File: src/rtl/aes_block_feeder_pkg.sv
// Shared constants and FSM encoding for the AES block feeder.
// Latency: none (types and constants only).
// Backpressure: n/a; the S_ERR state exists only when AES_FEEDER_TIMEOUT_EN is defined.
package aes_feed_pkg;

    localparam int BLOCK_BYTES = 16;
    localparam int BLOCK_W     = 128;
    localparam int CNT_W       = 5;

    typedef enum logic [2:0] {
        S_FILL  = 3'd0,
        S_START = 3'd1,
        S_WAIT  = 3'd2,
`ifdef AES_FEEDER_TIMEOUT_EN
        S_ERR   = 3'd4,
`endif
        S_OUT   = 3'd3
    } feed_state_t;

    // A block made entirely of the pad byte, the state of an empty packer.
    function automatic logic [BLOCK_W-1:0] pad_block(input logic [7:0] pad);
        return {BLOCK_BYTES{pad}};
    endfunction

endpackage

File: src/rtl/aes_block_feeder_if.sv
// Byte-in / ciphertext-out stream bundle of the AES block feeder.
// Latency: none (wiring only).
// Backpressure: in_valid/in_ready on the byte side, ct_valid/ct_ready on the ciphertext side.
interface aes_block_feeder_if;
    import aes_feed_pkg::*;

    logic               in_valid;
    logic [7:0]         in_data;
    logic               in_ready;
    logic               in_flush;
    logic               ct_valid;
    logic [BLOCK_W-1:0] ct_data;
    logic [CNT_W-1:0]   ct_bytes;
    logic               ct_last;
    logic               ct_ready;

    // The feeder itself.
    modport slave (
        input  in_valid, in_data, in_flush, ct_ready,
        output in_ready, ct_valid, ct_data, ct_bytes, ct_last
    );

    // The byte source and ciphertext sink around the feeder.
    modport master (
        output in_valid, in_data, in_flush, ct_ready,
        input  in_ready, ct_valid, ct_data, ct_bytes, ct_last
    );
endinterface

File: src/rtl/aes_block_feeder_byte_packer.sv
// aes_byte_packer: shifts bytes into a 128-bit block, first byte ends up most significant.
// Latency: block and count update on the edge that accepts the byte.
// Backpressure: shifting is ignored once full; reload restores an all-pad empty block.
module aes_byte_packer
    import aes_feed_pkg::*;
#(
    parameter logic [7:0] PAD_BYTE = 8'h00
) (
    input  logic               clock,
    input  logic               reset_n,
    input  logic               shift_en,
    input  logic [7:0]         in_byte,
    input  logic               reload,
    output logic [BLOCK_W-1:0] blk,
    output logic [CNT_W-1:0]   count,
    output logic               full,
    output logic               empty
);

    assign full  = (count == CNT_W'(BLOCK_BYTES));
    assign empty = (count == '0);

    // Shift register and byte count; a partial block stays right-aligned with pad above.
    always_ff @(posedge clock or negedge reset_n) begin
        if (!reset_n) begin
            blk   <= pad_block(PAD_BYTE);
            count <= '0;
        end else if (reload) begin
            blk   <= pad_block(PAD_BYTE);
            count <= '0;
        end else if (shift_en && !full) begin
            blk   <= {blk[BLOCK_W-9:0], in_byte};
            count <= count + 1'b1;
        end
    end

endmodule

File: src/rtl/aes_block_feeder.sv
// aes_block_feeder: packs bytes into 128-bit blocks, runs one encryption per block, emits ciphertext.
// Latency: aes_encrypt 1 cycle after the sealing byte/flush; ct_valid 1 cycle after aes_done is seen.
// Backpressure: in_ready low from seal until ct_valid&ct_ready; watchdog under `define AES_FEEDER_TIMEOUT_EN.
module aes_block_feeder
    import aes_feed_pkg::*;
#(
    parameter int         TIMEOUT_CYCLES = 1024,
    parameter logic [7:0] PAD_BYTE       = 8'h00
) (
    input  logic               clock,
    input  logic               reset_n,
    input  logic [BLOCK_W-1:0] key,
    aes_block_feeder_if.slave  io,
    output logic [BLOCK_W-1:0] aes_plain_text,
    output logic [BLOCK_W-1:0] aes_key,
    output logic               aes_encrypt,
    input  logic               aes_done,
    input  logic [BLOCK_W-1:0] aes_dout,
    output logic               err
);

    feed_state_t        state, state_nxt;
    logic               accept, seal, seal_last, reload, capture;
    logic               first_wait, last_q, full, empty, ct_vld;
    logic [BLOCK_W-1:0] blk, pt_q, key_q, ct_q;
    logic [CNT_W-1:0]   count;

    aes_byte_packer #(.PAD_BYTE(PAD_BYTE)) u_packer (
        .clock    (clock),
        .reset_n  (reset_n),
        .shift_en (accept),
        .in_byte  (io.in_data),
        .reload   (reload),
        .blk      (blk),
        .count    (count),
        .full     (full),
        .empty    (empty)
    );

`ifdef AES_FEEDER_TIMEOUT_EN
    logic [15:0] wd_cnt;

    // Watchdog: counts cycles spent in WAIT, cleared while the start pulse is out.
    always_ff @(posedge clock or negedge reset_n) begin
        if (!reset_n)                wd_cnt <= '0;
        else if (state == S_START)   wd_cnt <= '0;
        else if (state == S_WAIT)    wd_cnt <= wd_cnt + 1'b1;
    end

    assign err = (state == S_ERR);
`else
    assign err = 1'b0;
`endif

    // Next state plus the strobes that steer the packer and the latches.
    always_comb begin
        state_nxt = state;
        accept    = 1'b0;
        seal      = 1'b0;
        seal_last = 1'b0;
        reload    = 1'b0;
        capture   = 1'b0;
        case (state)
            S_FILL: begin
                accept = io.in_valid && !full;
                // A byte arriving with flush is packed first, so it counts toward the seal.
                if (accept && count == CNT_W'(BLOCK_BYTES - 1)) begin
                    seal      = 1'b1;
                    seal_last = io.in_flush;
                end else if (io.in_flush && (accept || !empty)) begin
                    seal      = 1'b1;
                    seal_last = 1'b1;
                end
                if (seal) state_nxt = S_START;
            end
            S_START: state_nxt = S_WAIT;
            S_WAIT: begin
                // done may still be high from the previous block on the first WAIT cycle.
                if (aes_done && !first_wait) begin
                    capture   = 1'b1;
                    state_nxt = S_OUT;
                end
`ifdef AES_FEEDER_TIMEOUT_EN
                else if (wd_cnt == 16'(TIMEOUT_CYCLES - 1)) begin
                    state_nxt = S_ERR;
                end
`endif
            end
            S_OUT: begin
                if (io.ct_ready) begin
                    reload    = 1'b1;
                    state_nxt = S_FILL;
                end
            end
`ifdef AES_FEEDER_TIMEOUT_EN
            S_ERR: state_nxt = S_ERR;
`endif
            default: state_nxt = S_FILL;
        endcase
    end

    // State register.
    always_ff @(posedge clock or negedge reset_n) begin
        if (!reset_n) state <= S_FILL;
        else          state <= state_nxt;
    end

    // Key and last flag at seal, plaintext during START, ciphertext when done is accepted.
    always_ff @(posedge clock or negedge reset_n) begin
        if (!reset_n) begin
            key_q      <= '0;
            pt_q       <= '0;
            ct_q       <= '0;
            last_q     <= 1'b0;
            first_wait <= 1'b0;
        end else begin
            first_wait <= (state == S_START);
            if (seal) begin
                key_q  <= key;
                last_q <= seal_last;
            end
            if (state == S_START) pt_q <= blk;
            if (capture)          ct_q <= aes_dout;
        end
    end

    assign ct_vld         = (state == S_OUT);
    assign io.in_ready    = (state == S_FILL) && !full;
    assign io.ct_valid    = ct_vld;
    assign io.ct_data     = ct_q;
    assign io.ct_bytes    = ct_vld ? count : '0;
    assign io.ct_last     = ct_vld && last_q;
    assign aes_encrypt    = (state == S_START);
    assign aes_plain_text = (state == S_START) ? blk : pt_q;
    assign aes_key        = key_q;

endmodule

File: src/flat_wrapper.sv
// flat-port wrapper written by rule: the top's interface ports become plain ports
module aes_block_feeder_flat import aes_feed_pkg::*;
#(
    parameter int         TIMEOUT_CYCLES = 1024,
    parameter logic [7:0] PAD_BYTE       = 8'h00
)
  (clock, reset_n, key, aes_plain_text, aes_key, aes_encrypt, aes_done, aes_dout, err, io_in_valid, io_in_data, io_in_flush, io_ct_ready, io_in_ready, io_ct_valid, io_ct_data, io_ct_bytes, io_ct_last);
  aes_block_feeder_if io_i ();
  input  logic clock;
  input  logic reset_n;
  input  logic [BLOCK_W-1:0] key;
  output logic [BLOCK_W-1:0] aes_plain_text;
  output logic [BLOCK_W-1:0] aes_key;
  output logic aes_encrypt;
  input  logic aes_done;
  input  logic [BLOCK_W-1:0] aes_dout;
  output logic err;
  input wire logic [$bits(io_i.in_valid)-1:0] io_in_valid;
  input wire logic [$bits(io_i.in_data)-1:0] io_in_data;
  input wire logic [$bits(io_i.in_flush)-1:0] io_in_flush;
  input wire logic [$bits(io_i.ct_ready)-1:0] io_ct_ready;
  output wire logic [$bits(io_i.in_ready)-1:0] io_in_ready;
  output wire logic [$bits(io_i.ct_valid)-1:0] io_ct_valid;
  output wire logic [$bits(io_i.ct_data)-1:0] io_ct_data;
  output wire logic [$bits(io_i.ct_bytes)-1:0] io_ct_bytes;
  output wire logic [$bits(io_i.ct_last)-1:0] io_ct_last;
  assign io_i.in_valid = io_in_valid;
  assign io_i.in_data = io_in_data;
  assign io_i.in_flush = io_in_flush;
  assign io_i.ct_ready = io_ct_ready;
  assign io_in_ready = io_i.in_ready;
  assign io_ct_valid = io_i.ct_valid;
  assign io_ct_data = io_i.ct_data;
  assign io_ct_bytes = io_i.ct_bytes;
  assign io_ct_last = io_i.ct_last;
  aes_block_feeder #(.TIMEOUT_CYCLES(TIMEOUT_CYCLES), .PAD_BYTE(PAD_BYTE)) u_core (.clock(clock), .reset_n(reset_n), .key(key), .io(io_i), .aes_plain_text(aes_plain_text), .aes_key(aes_key), .aes_encrypt(aes_encrypt), .aes_done(aes_done), .aes_dout(aes_dout), .err(err));
endmodule
File: config.mk
export PLATFORM = sky130hd
export DESIGN_NAME = aes_block_feeder_flat
export DESIGN_NICKNAME = d
export VERILOG_FILES = /design/src/rtl/aes_block_feeder_pkg.sv /design/src/rtl/aes_block_feeder_if.sv /design/src/rtl/aes_block_feeder_byte_packer.sv /design/src/rtl/aes_block_feeder.sv /design/src/flat_wrapper.sv
export SDC_FILE = /design/constraint.sdc
export NUM_CORES = 1
export LEC_CHECK = 0
export CAP_MARGIN = 0
export CORE_MARGIN = 5
export CORE_UTILIZATION = 25
export DETAILED_ROUTE_END_ITERATION = 16
export GPL_ROUTABILITY_DRIVEN = 1
export GPL_TIMING_DRIVEN = 0
export PLACE_DENSITY = 0.59
export SYNTH_ARGS = -nofsm -noshare
export SYNTH_HDL_FRONTEND = slang
export SYNTH_SLANG_ARGS = --single-unit
File: constraint.sdc
create_clock -name clock -period 3.3 [get_ports clock]
set_clock_uncertainty 0.15 [all_clocks]
set_input_delay 0.825 -clock clock [delete_from_list [all_inputs] [get_ports clock]]
set_output_delay 0.825 -clock clock [all_outputs]
set_load 0.02 [all_outputs]
==> After elaboration in Yosys (flattened, before gate mapping) <==
Index checks and enable logic that the tools add are counted.
{ "word_totals": {"reg_bits": 522, "latchBits": 0, "ram_bits": 0, "rom_bits": 0, "inputBits": 270, "output_inout_bits": 394, "wordCells": 53, "n_memories": 0} }
{ "op_classes": {"addsub": 1, "mul": 0, "div": 0, "n_lt_le_gt_ge": 0, "eq_ne": 8, "shift": 0, "muxes": 21, "bitwise": 0, "reduce_logical": 15} }
{ "op_table": {"columns": ["operator", "count"], "rows": [
  ["128-bit 2-to-1 mux", 3],
  ["5-bit 2-to-1 mux", 3],
  ["3-bit one-hot mux with 4 select lines", 1],
  ["1-bit 2-to-1 mux", 11],
  ["3-bit 2-to-1 mux", 3],
  ["1-bit logical AND", 7],
  ["3-bit by 2-bit == test with 1-bit output, second input constant", 2],
  ["5-bit by 1-bit adder with 5-bit output, second input constant", 1],
  ["5-bit by 4-bit == test with 1-bit output, second input constant", 1],
  ["5-bit == test, second input constant", 1],
  ["5-bit zero test", 1],
  ["2-bit inequality test, second input constant", 2],
  ["3-bit by 1-bit == test with 1-bit output, second input constant", 1],
  ["1-bit zero test", 3],
  ["3-bit zero test", 1],
  ["3-bit AND reduction", 1],
  ["2-bit by 1-bit inequality test with 1-bit output, second input constant", 1],
  ["2-bit nonzero test", 1],
  ["1-bit logical OR", 1]
]} }

==> Longest topological paths before layout <==
{ "depth": {"word_depth": 10, "mapped_depth": 9, "ltp_nobuf": 6} }

==> By module <==
Synthesis repeated with hierarchy kept, for this count alone.
{ "hier_totals": {"hier_cells": 1297, "area_unflattened_um2": 20900.0} }
{ "by_module_without_submodules": {"columns": ["module", "instances", "cells_per_inst", "area_each_um2", "seq_area_each_um2"], "rows": [
  ["aes_block_feeder", 1, 846, 15079.5, 9709.3],
  ["aes_byte_packer", 1, 451, 5820.6, 3328.2]
]} }

==> Least setup slack after synthesis <==
OpenSTA, ideal clock, no wires.
{ "synth_path": {"path_type": "reg-to-output", "from": "register u_core.state[1]", "to": "output port aes_plain_text[107]", "arrival_time_ns": 1.930, "required_time_ns": 2.325, "path_slack_ns": 0.395, "path_stages_with_launch": 6, "n_path_buf": 2, "cell_sequence": "dfrtp_1 > inv_1 > ha_1 > clkbuf_1 > buf_1 > mux2_2"} }
{ "synth_via": {"elab_chain_cells": 2} }
{ "synth_rtl": {"columns": ["element", "line", "source"], "rows": [
  ["start: declaration", "aes_block_feeder.sv:22", "feed_state_t state, state_nxt;"],
  ["start signal: assignment", "aes_block_feeder.sv:105", "else state <= state_nxt;"],
  ["3-bit by 1-bit == test with 1-bit output", null, null],
  ["net aes_encrypt", "flat_wrapper.sv:14", "output logic aes_encrypt;"],
  ["128-bit 2-to-1 mux", "aes_block_feeder.sv:134", "assign aes_plain_text = (state == S_START) ? blk : pt_q;"],
  ["end: declaration", "flat_wrapper.sv:12", "output logic [BLOCK_W-1:0] aes_plain_text;"]
]} }
The timed path passes the listed nets, and every way through them passes these cells.

==> Final worst setup path <==
{ "layout_path": {"from": "register u_core.state[1]", "to": "output port aes_plain_text[14]"} }
{ "layout_via": {"elab_chain_cells": 2} }
{ "layout_rtl": {"columns": ["element", "line"], "rows": [
  ["3-bit by 1-bit == test with 1-bit output", "aes_block_feeder.sv:134"],
  ["128-bit 2-to-1 mux", "aes_block_feeder.sv:134"]
]} }
Every way passes these cells.

==> results.cfg <==
[routing]
firstDrtPassIters = 4
drtIter0Drc = 566
avgViaCountPerCell = 4.300
drc = 0
wl_per_cell_um = 22.53
vias = 14125
ant_nets = 0
routed_wl_um = 74010

[final_layout]
syn2layout_area_growth_pct = 49.70
final_cells = 3285
drive_gt1_frac = 0.2997
n_fill_cell = 7575
postLayoutCoreUtil = 0.3785
nNetsFinal = 2439

[placed_design]
gp_congestion = 0.8918
port_buffers = 662
hpwlAfterDp_um = 58540
place_inst = 3159

[synthesis]
syn-instance-count = 1433
yosys.area_share.simple = 0.05603
yosys_warnings = 0
ys_seq_area_frac = 0.6381
synthesis.area_um2 = 20430
synth_nets = 1711
synth_fa_ha_area_frac = 0.004899
async_reset_ff_frac = 1.000
yosysTopAreaCellShare = 0.6381
synth_commonest_cells = dfrtp_1, nand2_1, mux2_2
synth_top_flop_cell = dfrtp_1
synth_compound_area_frac = 0.03509
synth-xor-area-share = 0.0008573
synth_cell_types = 34
synth_top_family_by_area = multiplexers
yosysTopAreaCell = dfrtp_1
synth-edff-count = 0
muxShareOfSynthArea = 0.2347
ys_seq_elements = 521
syn_avg_cell_area_um2 = 14.26
synth.area.top_cells = dfrtp_1, mux2_2, mux2_4
yosysMostFrequentCell = dfrtp_1

[min_path]
holdCritPathClass = input port to asynchronous set/reset pin

[sta]
report.final.slew_viol_count = 0
period_share = 0.9999
setup_tns_ns = 0
setup_viol = 0
worst_pin_slew_ns = 0.8357
max_freq_mhz = 303.1
rsz0062_at_grt = yes
hold_viol_final = 0
slew_headroom = 0.4429
timing.final.crit_period_ns = 3.300

[outcome]
status = finished clean

[worst_setup_path]
crit_path_max_incr_delay_ns = 0.39
crit_path_start = u_core.state[1]
end_kind = output port
r2r-start = u_core.state[0]
r2r_cells = 6
path_max_fanout = 10
path_class = flip-flop to output port
r2r_slack_ns = 0.54
cp_cell_sequence = inv_2 > ha_4 > clkbuf_16 > clkbuf_8 > mux2_2 > clkdlybuf4s15_2
cp.arrival_ns = 2.32
endpoint = aes_plain_text[14]
required_ns = 2.32
worstReg2RegEnd = u_core.io.ct_data[109]
cp.depth = 6
cp-start-kind = flip-flop
slowest_stage = dfrtp_1
path_buf_inv = 4
path_delay_family = buffers and inverters

[clocking]
cts_hold_buf = 0
cts_num_sinks = 521
cts_tree = done
cts_max_level = 2
root_buffer = clkbuf_16
clk_latency_ns = 0.63
clock_tree.buffer_depth = 3
cts_buffers = 60
clk_pin_slew_ns = 0.06

[floorplanning]
chipWidth_um = 295.9
die-area_um2 = 87550
io_pins = 664
num_rows = 104
core_area_um2 = 80810
die_h_um = 295.9
initial_core_util = 0.2529

[global_routing]
grt_max_degree = 119
antenna_found_initial = 32
grt_pass1_wl_um = 106100
overflow = 0
grt_pass1_vias = 15338
grt.total_usage = 0.1616

[power_and_ir_drop]
p_leak_uw = 0.01378
peakVddDrop_uv = 432.2
power.density_nw_per_um2 = 944.6

[job]
drv_cap = 0
[area by class of cell]
class | count | area (µm²) | share of cell area
repair buffers | 667 | 6605 | 0.2159
plain buffers | 87 | 738.2 | 0.02413
clock inverters | 24 | 316.6 | 0.01035
clock buffers | 89 | 1710 | 0.05592
flip-flops and latches | 521 | 13040 | 0.4263
multi-input cells | 817 | 6794 | 0.2221
well taps | 1060 | 1326 | 0.04336
diodes | 13 | 32.53 | 0.001064
inverters | 7 | 26.28 | 0.0008590
[metal layers]
metal / share of wire / routed length (µm) / up-vias / global-route usage
met1: 0.36 / 26720 / 7114 / 0.1758
met2: 0.51 / 38040 / 502 / 0.2926
met4: 0.041 / 3044 / 0 / 0.06118
li1: - / - / 6361 / -
met3: 0.084 / 6208 / 148 / 0.05355
met5: 0 / 0 / - / 0
[how the worst min path moves through the flow]
stage / start / to / cells past startpoint
after floorplan: u_core.last_q / u_core.last_q / 1
after global placement: u_core.aes_key[2] / u_core.aes_key[2] / 1
after detailed placement: u_core.aes_key[2] / u_core.aes_key[2] / 1
after CTS: reset_n / u_core.pt_q[66] / 1
after global routing: reset_n / u_core.pt_q[66] / 1
final: reset_n / u_core.pt_q[66] / 1
[stage by stage]
stage | area, µm² | total power (µW) | setup slack, ns | hold WS [ns]
floorplan | 20430 | 16200 | 0.3946 | 0.3085
global placement | 28390 | 22050 | -21.55 | 0.3279
detailed placement | 28500 | 22210 | -0.8615 | 0.3317
CTS | 30680 | 29290 | -0.09873 | 0.09486
global route | 30570 | 30250 | -0.1118 | 0.1400
finish | 30590 | 28890 | 0.0004343 | 0.1009
[cell usage in the layout (no fill, tap or decap), types with 2 or more instances in the layout]
cell and instances:
buf_6 2, clkinv_4 4, and3_1 2, mux2_2 256, clkbuf_1 48, mux2_4 120, nor2_1 3, dfrtp_1 520
nand4_1 2, mux2_1 9, ha_1 6, inv_6 2, clkbuf_8 19, buf_8 4, diode_2 13, inv_1 6
clkbuf_16 61, clkdlybuf4s50_1 532, clkdlybuf4s15_2 72, and2_1 9, nand2_1 261, buf_2 71, bufinv_16 5, buf_16 4
dlygate4sd2_1 7, buf_4 6, a21oi_1 130, xor2_1 2, clkinv_2 9, buf_12 13
[power by group]
group          internal, µW  total [µW]  switching, µW  leakage, µW
clock                  4000        6800           2790     0.000993
combinational          6400       12500           6060      0.00609
sequential             8440        9640           1200      0.00669
[cell families (layout without fill, tap and decap cells)]
family | Yosys count | in the layout
AOI/OAI and AO/OA | 137 | 137
buffers and inverters | 95 | 874
xor gates and xnor gates | 2 | 2
adders and majority gates | 8 | 8
other | 1 | 14
DFF | 521 | 521
and+or+nand+nor | 283 | 283
muxes | 386 | 386
[registers in the layout (all words and copies together), names as in the netlist]
name	count
u_core.aes_key	128
u_core.first_wait	1
u_core.io.ct_data	128
u_core.last_q	1
u_core.pt_q	128
u_core.state	2
u_core.u_packer.blk	128
u_core.u_packer.count	5
[what timing repair did]
action | CTS | global route
buffers inserted | 1 | 0
resized for setup | 466 | 38
setup endpoints to repair | 129 | 118
gates cloned | 0 | 0
Note: power is estimated with default switching activity, not from simulation.
